==> config.mk <==
export PLATFORM = sky130hd
export DESIGN_NAME = hilo_unit
export DESIGN_NICKNAME = d
export VERILOG_FILES = /design/src/rtl/hilo_unit.sv
export SDC_FILE = /design/constraint.sdc
export NUM_CORES = 1
export LEC_CHECK = 0
export BUFFER_PORTS_ARGS = -buffer_cell sky130_fd_sc_hd__buf_4
export CORE_ASPECT_RATIO = 2
export CORE_UTILIZATION = 60
export DETAILED_ROUTE_END_ITERATION = 6
export HOLD_SLACK_MARGIN = 0.15
export PLACE_DENSITY_LB_ADDON = 0.08
export SETUP_SLACK_MARGIN = 0.15
export SKIP_LAST_GASP = 1
export SLEW_MARGIN = 20
export SYNTH_ARGS = -nofsm -noshare
export SYNTH_HDL_FRONTEND = slang
export SYNTH_SLANG_ARGS = --single-unit
export TNS_END_PERCENT = 10
==> constraint.sdc <==
create_clock -name clk -period 6.54 [get_ports clk]
set_clock_uncertainty 0.2 [all_clocks]
set_input_delay 0.654 -clock clk [delete_from_list [all_inputs] [get_ports clk]]
set_output_delay 0.654 -clock clk [all_outputs]
set_load 0.1 [all_outputs]
==> src/rtl/hilo_unit.sv <==
// hilo_unit: HI/LO register unit for the MIPS multiply/divide extension.
// Owns HI/LO and runs MULT/MULTU on an internal radix-2 shift-add multiplier.
// Sequences the external signed divider for DIV, and serves MFHI/MFLO/MTHI/MTLO.
// Optional build macro: HILO_DIV_ZERO_TRAP_EN.
//   When defined, DIV by zero is resolved locally and pulses div_zero.
//   When undefined, DIV by zero goes to the divider like any other DIV.
module hilo_unit (
   input  logic        clk,
   input  logic        rst,
   input  logic        op_valid,
   input  logic [2:0]  op,
   input  logic [31:0] rs_val,
   input  logic [31:0] rt_val,
   input  logic        flush,
   output logic        stall,
   output logic [31:0] rdata,
   output logic        busy,
   output logic        div_start,
   output logic [31:0] div_dividend,
   output logic [31:0] div_divisor,
   input  logic        div_done,
   input  logic [31:0] div_quotient,
   input  logic [31:0] div_remainder
`ifdef HILO_DIV_ZERO_TRAP_EN
   ,
   output logic        div_zero
`endif
);

   localparam logic [2:0] OP_MULT  = 3'd1;
   localparam logic [2:0] OP_MULTU = 3'd2;
   localparam logic [2:0] OP_DIV   = 3'd3;
   localparam logic [2:0] OP_MFHI  = 3'd4;
   localparam logic [2:0] OP_MFLO  = 3'd5;
   localparam logic [2:0] OP_MTHI  = 3'd6;
   localparam logic [2:0] OP_MTLO  = 3'd7;

   typedef enum logic [2:0] {
      S_IDLE  = 3'd0,
      S_MUL   = 3'd1,
      S_MFIX  = 3'd2,
      S_DIVW  = 3'd3,
      S_DRAIN = 3'd4
   } state_t;

   state_t      state;
   logic [31:0] hi, lo;
   logic [63:0] mcand;     // multiplicand magnitude, zero-extended
   logic [31:0] mplier;    // multiplier magnitude
   logic [63:0] acc;
   logic [4:0]  count;
   logic        neg;       // product must be negated in MFIX

   logic        accept;
   logic        is_signed;
   logic [31:0] rs_mag, rt_mag;

   assign accept    = op_valid & ~busy & ~flush;
   assign stall     = op_valid & busy;
   assign is_signed = (op == OP_MULT);
   // MULT works on magnitudes; 0x80000000 negates to itself, which is the correct unsigned magnitude
   assign rs_mag    = (is_signed && rs_val[31]) ? (~rs_val + 32'd1) : rs_val;
   assign rt_mag    = (is_signed && rt_val[31]) ? (~rt_val + 32'd1) : rt_val;

   // Register read port: only meaningful for an unstalled MFHI/MFLO
   always_comb begin
      rdata = 32'd0;
      if (op_valid && !busy) begin
         if (op == OP_MFHI)      rdata = hi;
         else if (op == OP_MFLO) rdata = lo;
      end
   end

   // Control FSM, multiplier datapath and HI/LO update
   always_ff @(posedge clk) begin
      if (rst) begin
         state        <= S_IDLE;
         hi           <= 32'd0;
         lo           <= 32'd0;
         mcand        <= 64'd0;
         mplier       <= 32'd0;
         acc          <= 64'd0;
         count        <= 5'd0;
         neg          <= 1'b0;
         busy         <= 1'b0;
         div_start    <= 1'b0;
         div_dividend <= 32'd0;
         div_divisor  <= 32'd0;
`ifdef HILO_DIV_ZERO_TRAP_EN
         div_zero     <= 1'b0;
`endif
      end else begin
         div_start <= 1'b0;
`ifdef HILO_DIV_ZERO_TRAP_EN
         div_zero  <= 1'b0;
`endif
         case (state)
            S_IDLE: begin
               if (accept) begin
                  case (op)
                     OP_MULT, OP_MULTU: begin
                        mcand  <= {32'd0, rs_mag};
                        mplier <= rt_mag;
                        neg    <= is_signed & (rs_val[31] ^ rt_val[31]);
                        acc    <= 64'd0;
                        count  <= 5'd0;
                        busy   <= 1'b1;
                        state  <= S_MUL;
                     end
                     OP_DIV: begin
`ifdef HILO_DIV_ZERO_TRAP_EN
                        if (rt_val == 32'd0) begin
                           hi       <= rs_val;
                           lo       <= 32'hFFFF_FFFF;
                           div_zero <= 1'b1;
                        end else begin
`else
                        begin
`endif
                           // operands stay put until div_done: the divider reads them every cycle
                           div_dividend <= rs_val;
                           div_divisor  <= rt_val;
                           div_start    <= 1'b1;
                           busy         <= 1'b1;
                           state        <= S_DIVW;
                        end
                     end
                     OP_MTHI: hi <= rs_val;
                     OP_MTLO: lo <= rs_val;
                     default: ;
                  endcase
               end
            end
            S_MUL: begin
               if (flush) begin
                  busy  <= 1'b0;
                  state <= S_IDLE;
               end else begin
                  if (mplier[count])
                     acc <= acc + (mcand << count);
                  count <= count + 5'd1;
                  if (count == 5'd31)
                     state <= S_MFIX;
               end
            end
            S_MFIX: begin
               if (!flush)
                  {hi, lo} <= neg ? (~acc + 64'd1) : acc;
               busy  <= 1'b0;
               state <= S_IDLE;
            end
            S_DIVW: begin
               if (div_done) begin
                  // a flush landing on the done cycle discards the result; nothing left to drain
                  if (!flush) begin
                     lo <= div_quotient;
                     hi <= div_remainder;
                  end
                  busy  <= 1'b0;
                  state <= S_IDLE;
               end else if (flush) begin
                  state <= S_DRAIN;
               end
            end
            S_DRAIN: begin
               if (div_done) begin
                  busy  <= 1'b0;
                  state <= S_IDLE;
               end
            end
            default: begin
               busy  <= 1'b0;
               state <= S_IDLE;
            end
         endcase
      end
   end

endmodule

==> results of run 1 <==
==> synthesized netlist by cell type (12+ instances only) <==
cell type and count:
a22oi_1 40, a211oi_1 96, mux2i_1 41, nor4_1 14
buf_1 18, o21bai_1 12, ha_1 68, or4_1 12
dfxtp_1 267, inv_1 30, a31oi_1 19, nand2b_1 18
nor2_1 298, mux4_2 34, a311oi_1 23, o31ai_1 25
xor2_1 68, o22ai_1 24, nand2_1 347, clkbuf_1 159
buf_2 14, or3_1 27, mux2_2 24, a21oi_1 241
nor3_1 57, o21ai_0 137, nand3_1 32, and3_1 17
a21o_1 32, xnor2_1 97, nand4_1 23, and2_1 17
a222oi_1 24
==> registers in the layout, summed over array words and instances, names as in the netlist <==
signal / flops
div_divisor: 32
mcand: 32
acc: 64
div_start: 1
state: 3
count: 5
busy: 1
hi: 32
lo: 32
neg: 1
div_dividend: 32
mplier: 32
==> per-stage QoR <==
stage | total power, mW | instance area, um2 | hold slack (ns) | setup slack (ns)
2_1_floorplan | 2.06 | 19500 | 0.229 | 1.80
3_3_place_gp | 2.27 | 21200 | 0.239 | 0.459
3_5_place_dp | 2.28 | 21200 | 0.247 | 0.414
4_1_cts | 3.91 | 22200 | 0.151 | 0.347
5_1_grt | 4.02 | 22200 | 0.164 | 0.209
6_report | 3.94 | 22200 | 0.154 | 0.227
==> critical path: stages (launching register included) <==
cell,delay [ns]
dfxtp_2,0.88
mux2_2,0.42
o21ai_0,0.60
nor2_1,0.08
a21oi_1,0.28
mux2_2,0.26
nor2_1,0.07
ha_1,0.46
nand3_1,0.22
nor4_1,0.53
o311a_1,0.31
nand3b_1,0.31
o21ai_0,0.45
a21oi_1,0.51
a221oi_1,0.20
nor4b_1,0.33
a211o_1,0.15
==> power groups by stage <==
stage	Combinational, mW	Sequential (mW)	Clock, mW
3_5_place_dp	0.539	1.74	0
6_report	0.578	1.71	1.66
5_1_grt	0.602	1.71	1.71
4_1_cts	0.548	1.71	1.65
3_3_place_gp	0.529	1.74	0
2_1_floorplan	0.300	1.76	0
==> cells in the final DEF, fill, tap and decap left out, types with 41 or more instances in the layout <==
cell type	instances
xor2_1	68
nor3_1	55
buf_4	257
o21ai_0	137
ha_1	68
a211oi_1	96
dfxtp_1	261
nand2_1	347
nor2_1	295
a21oi_1	241
mux2i_1	41
xnor2_1	97
==> timing repair <==
item,CTS,global route
hold buffers,9,0
endpoints found under the hold margin,9,0
gates resized for setup,0,0
==> worst max path at each step <==
| stage | from | to | cells past startpoint |
|---|---|---|---|
| 2_1_floorplan | count[1] | acc[58] | 19 |
| 3_3_place_gp | count[0] | acc[51] | 16 |
| 3_5_place_dp | count[0] | acc[51] | 16 |
| 4_1_cts | count[0] | acc[51] | 16 |
| 5_1_grt | count[1] | acc[61] | 16 |
| 6_report | count[1] | acc[51] | 16 |
==> final cells by class <==
type                       instances  area (um2)
sequential                       267        5360
multi-input combinational       2043       13300
timing repair buffer             268        2040
antenna                            2        5.00
clock inverter                    16         240
clock buffer                      29         651
fill                            2604        9870
inverter                          30         113
tap                              427         534
==> logic make-up after synthesis <==
| kind of cell | Yosys count |
|---|---|
| compound gates | 779 |
| xor+xnor | 165 |
| fa+ha+maj | 69 |
| buf+inv | 232 |
| flops | 267 |
| mux | 100 |
| simple gates | 930 |
==> metal layers <==
layer  track usage  up-vias  wire length, um
li1              -     9476                -
met1         0.472     9797            25100
met2         0.775     1430            37100
met3         0.134      476             8480
met4         0.444        4             8850
met5             0        -               26
==> reports/results.ini, run 1 <==
[status]
status = finished, violations left
violations = design-rule violations

[hold_path]
hold_end = div_divisor[3]
worstHoldStart = rt_val[3]
hold_path_class = in2reg
worstHoldPathCells = 3

[finish]
final_cells = 3082
drive_above_1_share = 0.162
flow.area_growth_from_synthesis_pct = 13.8
final_util = 0.693
nets = 2840

[setup_path]
start_kind = flip-flop
path_class = reg2reg
arrival_ns = 6.63
worstPathRequired_ns = 6.86
cp_max_fo = 39
r2r-end = acc[51]
cp-end-kind = flip-flop
rr_startpoint = count[1]
reg2reg_depth = 16
regToRegSetupSlack_ns = 0.23

[yosys]
synth_fp_nets = 2747
synth_ff_type = dfxtp_1
synth_xor_area_frac = 0.0739
synth_top_area_share = 0.273
synthAdderAreaFrac = 0.0445
avgSynthCellArea_um2 = 7.69
synth_area_leader_cell = dfxtp_1
yosysWarningCount = 0
synth_edf_count = 0
synth_top_family_by_area = compound AO/OA/AOI/OAI gates
synth-seq-area-share = 0.273
ys_ff_latch = 267
synth_compound_area_frac = 0.262
synthSimpleGateAreaFrac = 0.223
yosys-top-cells-area = dfxtp_1 (27%), nand2_1 (6.7%), a21oi_1 (6.2%)
synthArstFlopShare = 0
netlist-cell-type-count = 98
muxShareOfSynthArea = 0.0747
synth_area_um2 = 19500
synth_cells = 2542

[detailed_routing]
drt-total-wl_um = 79600
drc = 16
vias = 21200
wl_per_cell_um = 25.8
dr.pass1.iters = 7
first_iter_violations = 2202
antenna_left = 0
vias_per_cell = 6.87

[global_routing]
grtUsageTotal = 0.473
grt_max_degree = 126
grt_pass1_vias = 20300
grt_antenna_before_repair = 4
grt_pass1_wl_um = 118000
grt.overflow.total = 0

[timing]
finalSetupViolCount = 0
timing.final.hold_violations = 0
drv_slew = 0
period_minus_slack_ns = 6.31
rsz0062_at_grt = false
relSlewSlack = 0.252
worst_pin_slew_ns = 1.12
setup_tns_ns = 0
max_freq_ghz = 0.158
timing.final.crit_share = 0.965

[floorplan]
start_util = 0.609
num_io_pins = 235
die_x_um = 130
core_area_um2 = 32100
die_area_um2 = 33300
fp-row-count = 93
fp.dieH_um = 257

[clocking]
clk_path_buf_depth = 3
clk_latency_ns = 0.58
cts_tree = yes
cts_made_buffers = 25
cts-root-buf = clkbuf_16
clock_sinks = 267
post_cts_buffers = 0
path_clk_slew_ns = 0.07
h-tree-depth = 1

[power_and_ir_drop]
p_int_mw = 2.78
max-vdd-ir-drop_mv = 0.256
switchingPower_mw = 1.16
p_clk_frac = 0.420
seq_power_share = 0.434
p_per_area_nw_per_um2 = 177
switching_share = 0.294
comb_power_share = 0.147
p_leak_nw = 8.32

[place]
dp.cells = 3026
globalplace.congestion = 1.07
io_buffer_count = 234
dp_hpwl_um = 57900

[job]
drv_cap = 0

Power figures use the tool's default switching activity.
==> inputs of run 2 (changes only) <==
GPL_TIMING_DRIVEN = 0   (was not set)
MAX_ROUTING_LAYER = met4   (was not set)
==> reports/results.ini, run 2 (synthesized netlist as in run 1, its figures left out) <==
[detailed_routing]
drt-total-wl_um = 92200  ; was 79600 um
antenna_left = 0  ; unchanged
vias = 22900  ; was 21.2k
dr.pass1.iters = 7  ; unchanged
first_iter_violations = 2869  ; was 2202
drc = 3  ; was 16
wl_per_cell_um = 28.3  ; was 25.8 um
vias_per_cell = 7.03  ; was 6.87

[timing]
period_minus_slack_ns = 6.33  ; was 6.31 ns
timing.final.hold_violations = 0  ; unchanged
rsz0062_at_grt = true  ; was false
relSlewSlack = 0.189  ; was 0.252
timing.final.crit_share = 0.967  ; was 0.965
worst_pin_slew_ns = 1.22  ; was 1.12 ns
max_freq_ghz = 0.158  ; about the same
finalSetupViolCount = 0  ; unchanged
fin_ws_ns = 0.213  ; was 0.227 ns
drv_slew = 0  ; unchanged

[finish]
mostFrequentLayoutCells = nand2_1 (347), nor2_1 (298), dfxtp_1 (267)  ; was nand2_1 (347), nor2_1 (295), dfxtp_1 (261)
drive_above_1_share = 0.146  ; was 0.162
flow.area_growth_from_synthesis_pct = 16.4  ; was 13.8%
nets = 3008  ; was 2840
largest_reg_flops = 64  ; unchanged
final_cells = 3260  ; was 3082
final_util = 0.708  ; was 0.693
largest_register = acc  ; unchanged
layout_commonest_cell = nand2_1  ; unchanged

[setup_path]
critical_path_buf_inv_count = 5  ; was 0
cp_max_fo = 10  ; was 39
path_class = reg2reg  ; unchanged
regToRegSetupSlack_ns = 0.21  ; was 0.23 ns
reg2reg_depth = 20  ; was 16
critical-path-max-stage-delay_ns = 0.51  ; was 0.88 ns
crit_start = count[0]  ; was count[1]
r2r-end = acc[63]  ; was acc[51]
crit_chain = buf_2 -> buf_6 -> clkbuf_2 -> buf_1 -> mux2i_1 -> nor2_1 -> mux2i_1 -> mux2i_1 -> and2_1 -> ha_1 -> clkbuf_1 -> nand2_1 -> nor2_1 -> nor4b_2 -> and4_1 -> o21ai_0 -> a41oi_2 -> nand2_1 -> o2111ai_1 -> o311ai_1  ; was mux2_2 -> o21ai_0 -> nor2_1 -> a21oi_1 -> mux2_2 -> nor2_1 -> ha_1 -> nand3_1 -> nor4_1 -> o311a_1 -> nand3b_1 -> o21ai_0 -> a21oi_1 -> a221oi_1 -> nor4b_1 -> a211o_1
critical-path-slowest-cell = nor4b_2  ; was dfxtp_2
cp_top_family = simple AND/OR/NAND/NOR gates  ; was compound AO/OA/AOI/OAI gates
arrival_ns = 6.62  ; was 6.63 ns
start_kind = flip-flop  ; unchanged
worstPathRequired_ns = 6.84  ; was 6.86 ns
rr_startpoint = count[0]  ; was count[1]
worst_path_most_repeated_cell = mux2i_1
cp-end-kind = flip-flop  ; unchanged

[floorplan]
num_io_pins = 235  ; unchanged
start_util = 0.609  ; unchanged
die_x_um = 130  ; unchanged
fp.dieH_um = 257  ; unchanged
core_area_um2 = 32100  ; unchanged
fp-row-count = 93  ; unchanged
die_area_um2 = 33300  ; unchanged

[power_and_ir_drop]
p_int_mw = 2.70  ; was 2.78 mW
p_per_area_nw_per_um2 = 172  ; was 177 nW/um2
switching_share = 0.310  ; was 0.294
p_leak_nw = 8.46  ; was 8.32 nW
switchingPower_mw = 1.22  ; was 1.16 mW
comb_power_share = 0.162  ; was 0.147
finalPower_mw = 3.92  ; was 3.94 mW
p_clk_frac = 0.405  ; was 0.420
max-vdd-ir-drop_mv = 0.245  ; was 0.256 mV
seq_power_share = 0.433  ; was 0.434

[clocking]
clk_path_buf_depth = 3  ; unchanged
post_cts_buffers = 0  ; unchanged
clock_sinks = 267  ; unchanged
h-tree-depth = 1  ; unchanged
cts_tree = yes  ; unchanged
cts_made_buffers = 25  ; unchanged
path_clk_slew_ns = 0.08  ; was 0.07 ns
cts-root-buf = clkbuf_16  ; unchanged
clk_latency_ns = 0.62  ; was 0.58 ns

[status]
status = finished, violations left  ; unchanged
violations = design-rule violations  ; unchanged

[global_routing]
grt_antenna_before_repair = 8  ; was 4
grt_pass1_wl_um = 142000  ; was 118000 um
grtUsageTotal = 0.591  ; was 0.473
grt_pass1_vias = 22700  ; was 20.3k
grt.overflow.total = 0  ; unchanged
grt_max_degree = 16  ; was 126

[place]
place_worst_setup_slack_ns = -0.230  ; was 0.414 ns
dp_hpwl_um = 68300  ; was 57900 um
dp.cells = 3195  ; was 3026
globalplace.congestion = 1.17  ; was 1.07
io_buffer_count = 225  ; was 234

[hold_path]
hold_end = div_divisor[2]  ; was div_divisor[3]
hold_path_class = in2reg  ; unchanged
worstHoldPathCells = 3  ; unchanged
worstHoldStart = rt_val[2]  ; was rt_val[3]

[job]
drv_cap = 0  ; unchanged

==> run 2: cell types whose count changed in the layout (fill, tap and decap cells not counted), sizes merged <==
cell	change
clkinv	+2
clkbuf	+171
bufinv	-3
dlygate4sd3	-1
buf	+4
clkinvlp	-2
inv	-2
diode	+9
==> run 2: layer usage <==
metal,share of wire,wire length (um),GRT usage,up-vias
met5,0,0,-,-
met3,0.13,12100,0.321,837
met1,0.30,27600,0.547,10500
met4,0.13,11600,0.572,0
met2,0.44,40800,0.842,1765
li1,-,-,-,9806
==> run 2: cell type report <==
type / instances / area (um2)
inverter: 30 / 113
antenna: 11 / 27.5
fill: 2700 / 9370
timing repair buffer: 234 / 1770
buffer: 202 / 845
sequential: 267 / 5350
multi-input combinational: 2043 / 13300
clock inverter: 11 / 128
tap: 427 / 534
clock buffer: 35 / 703
==> run 2: how the worst max path moves through the flow <==
| stage | to | slack (ns) | cells after the start |
|---|---|---|---|
| finish | acc[63] | 0.21 | 20 |
| floorplan | acc[58] | 1.80 | 19 |
| global route | acc[58] | 0.07 | 18 |
| CTS | acc[63] | 0.24 | 19 |
| global placement | acc[63] | -0.18 | 18 |
| detailed placement | acc[63] | -0.23 | 19 |
==> run 2: worst min-delay path: stages <==
cell and delay (ns):
buf_4 0.14, nand2_1 0.05, a21oi_1 0.05
==> run 2: repair_timing <==
item / in CTS / in global routing
hold buffers: 7 / 0
endpoints found under the hold margin: 7 / 0
gates cloned: 0 / 0
setup endpoints to repair: 6 / 14
resized for setup: 2 / 4
==> run 2: power by group through the flow <==
stage,Clock (mW),Sequential [mW],Combinational [mW]
3_3_place_gp,0,1.73,0.567
6_report,1.59,1.70,0.633
3_5_place_dp,0,1.73,0.576
5_1_grt,1.62,1.70,0.663
2_1_floorplan,0,1.76,0.300
4_1_cts,1.55,1.70,0.584
==> run 2: per-stage QoR <==
| stage | setup TNS, ns | area (um2) | hold WS (ns) |
|---|---|---|---|
| after global routing | 0 | 22700 | 0.166 |
| after detailed placement | -0.554 | 21800 | 0.248 |
| after CTS | 0 | 22700 | 0.151 |
| final | 0 | 22700 | 0.131 |
| after floorplan | 0 | 19500 | 0.229 |
| after global placement | -0.469 | 21800 | 0.239 |
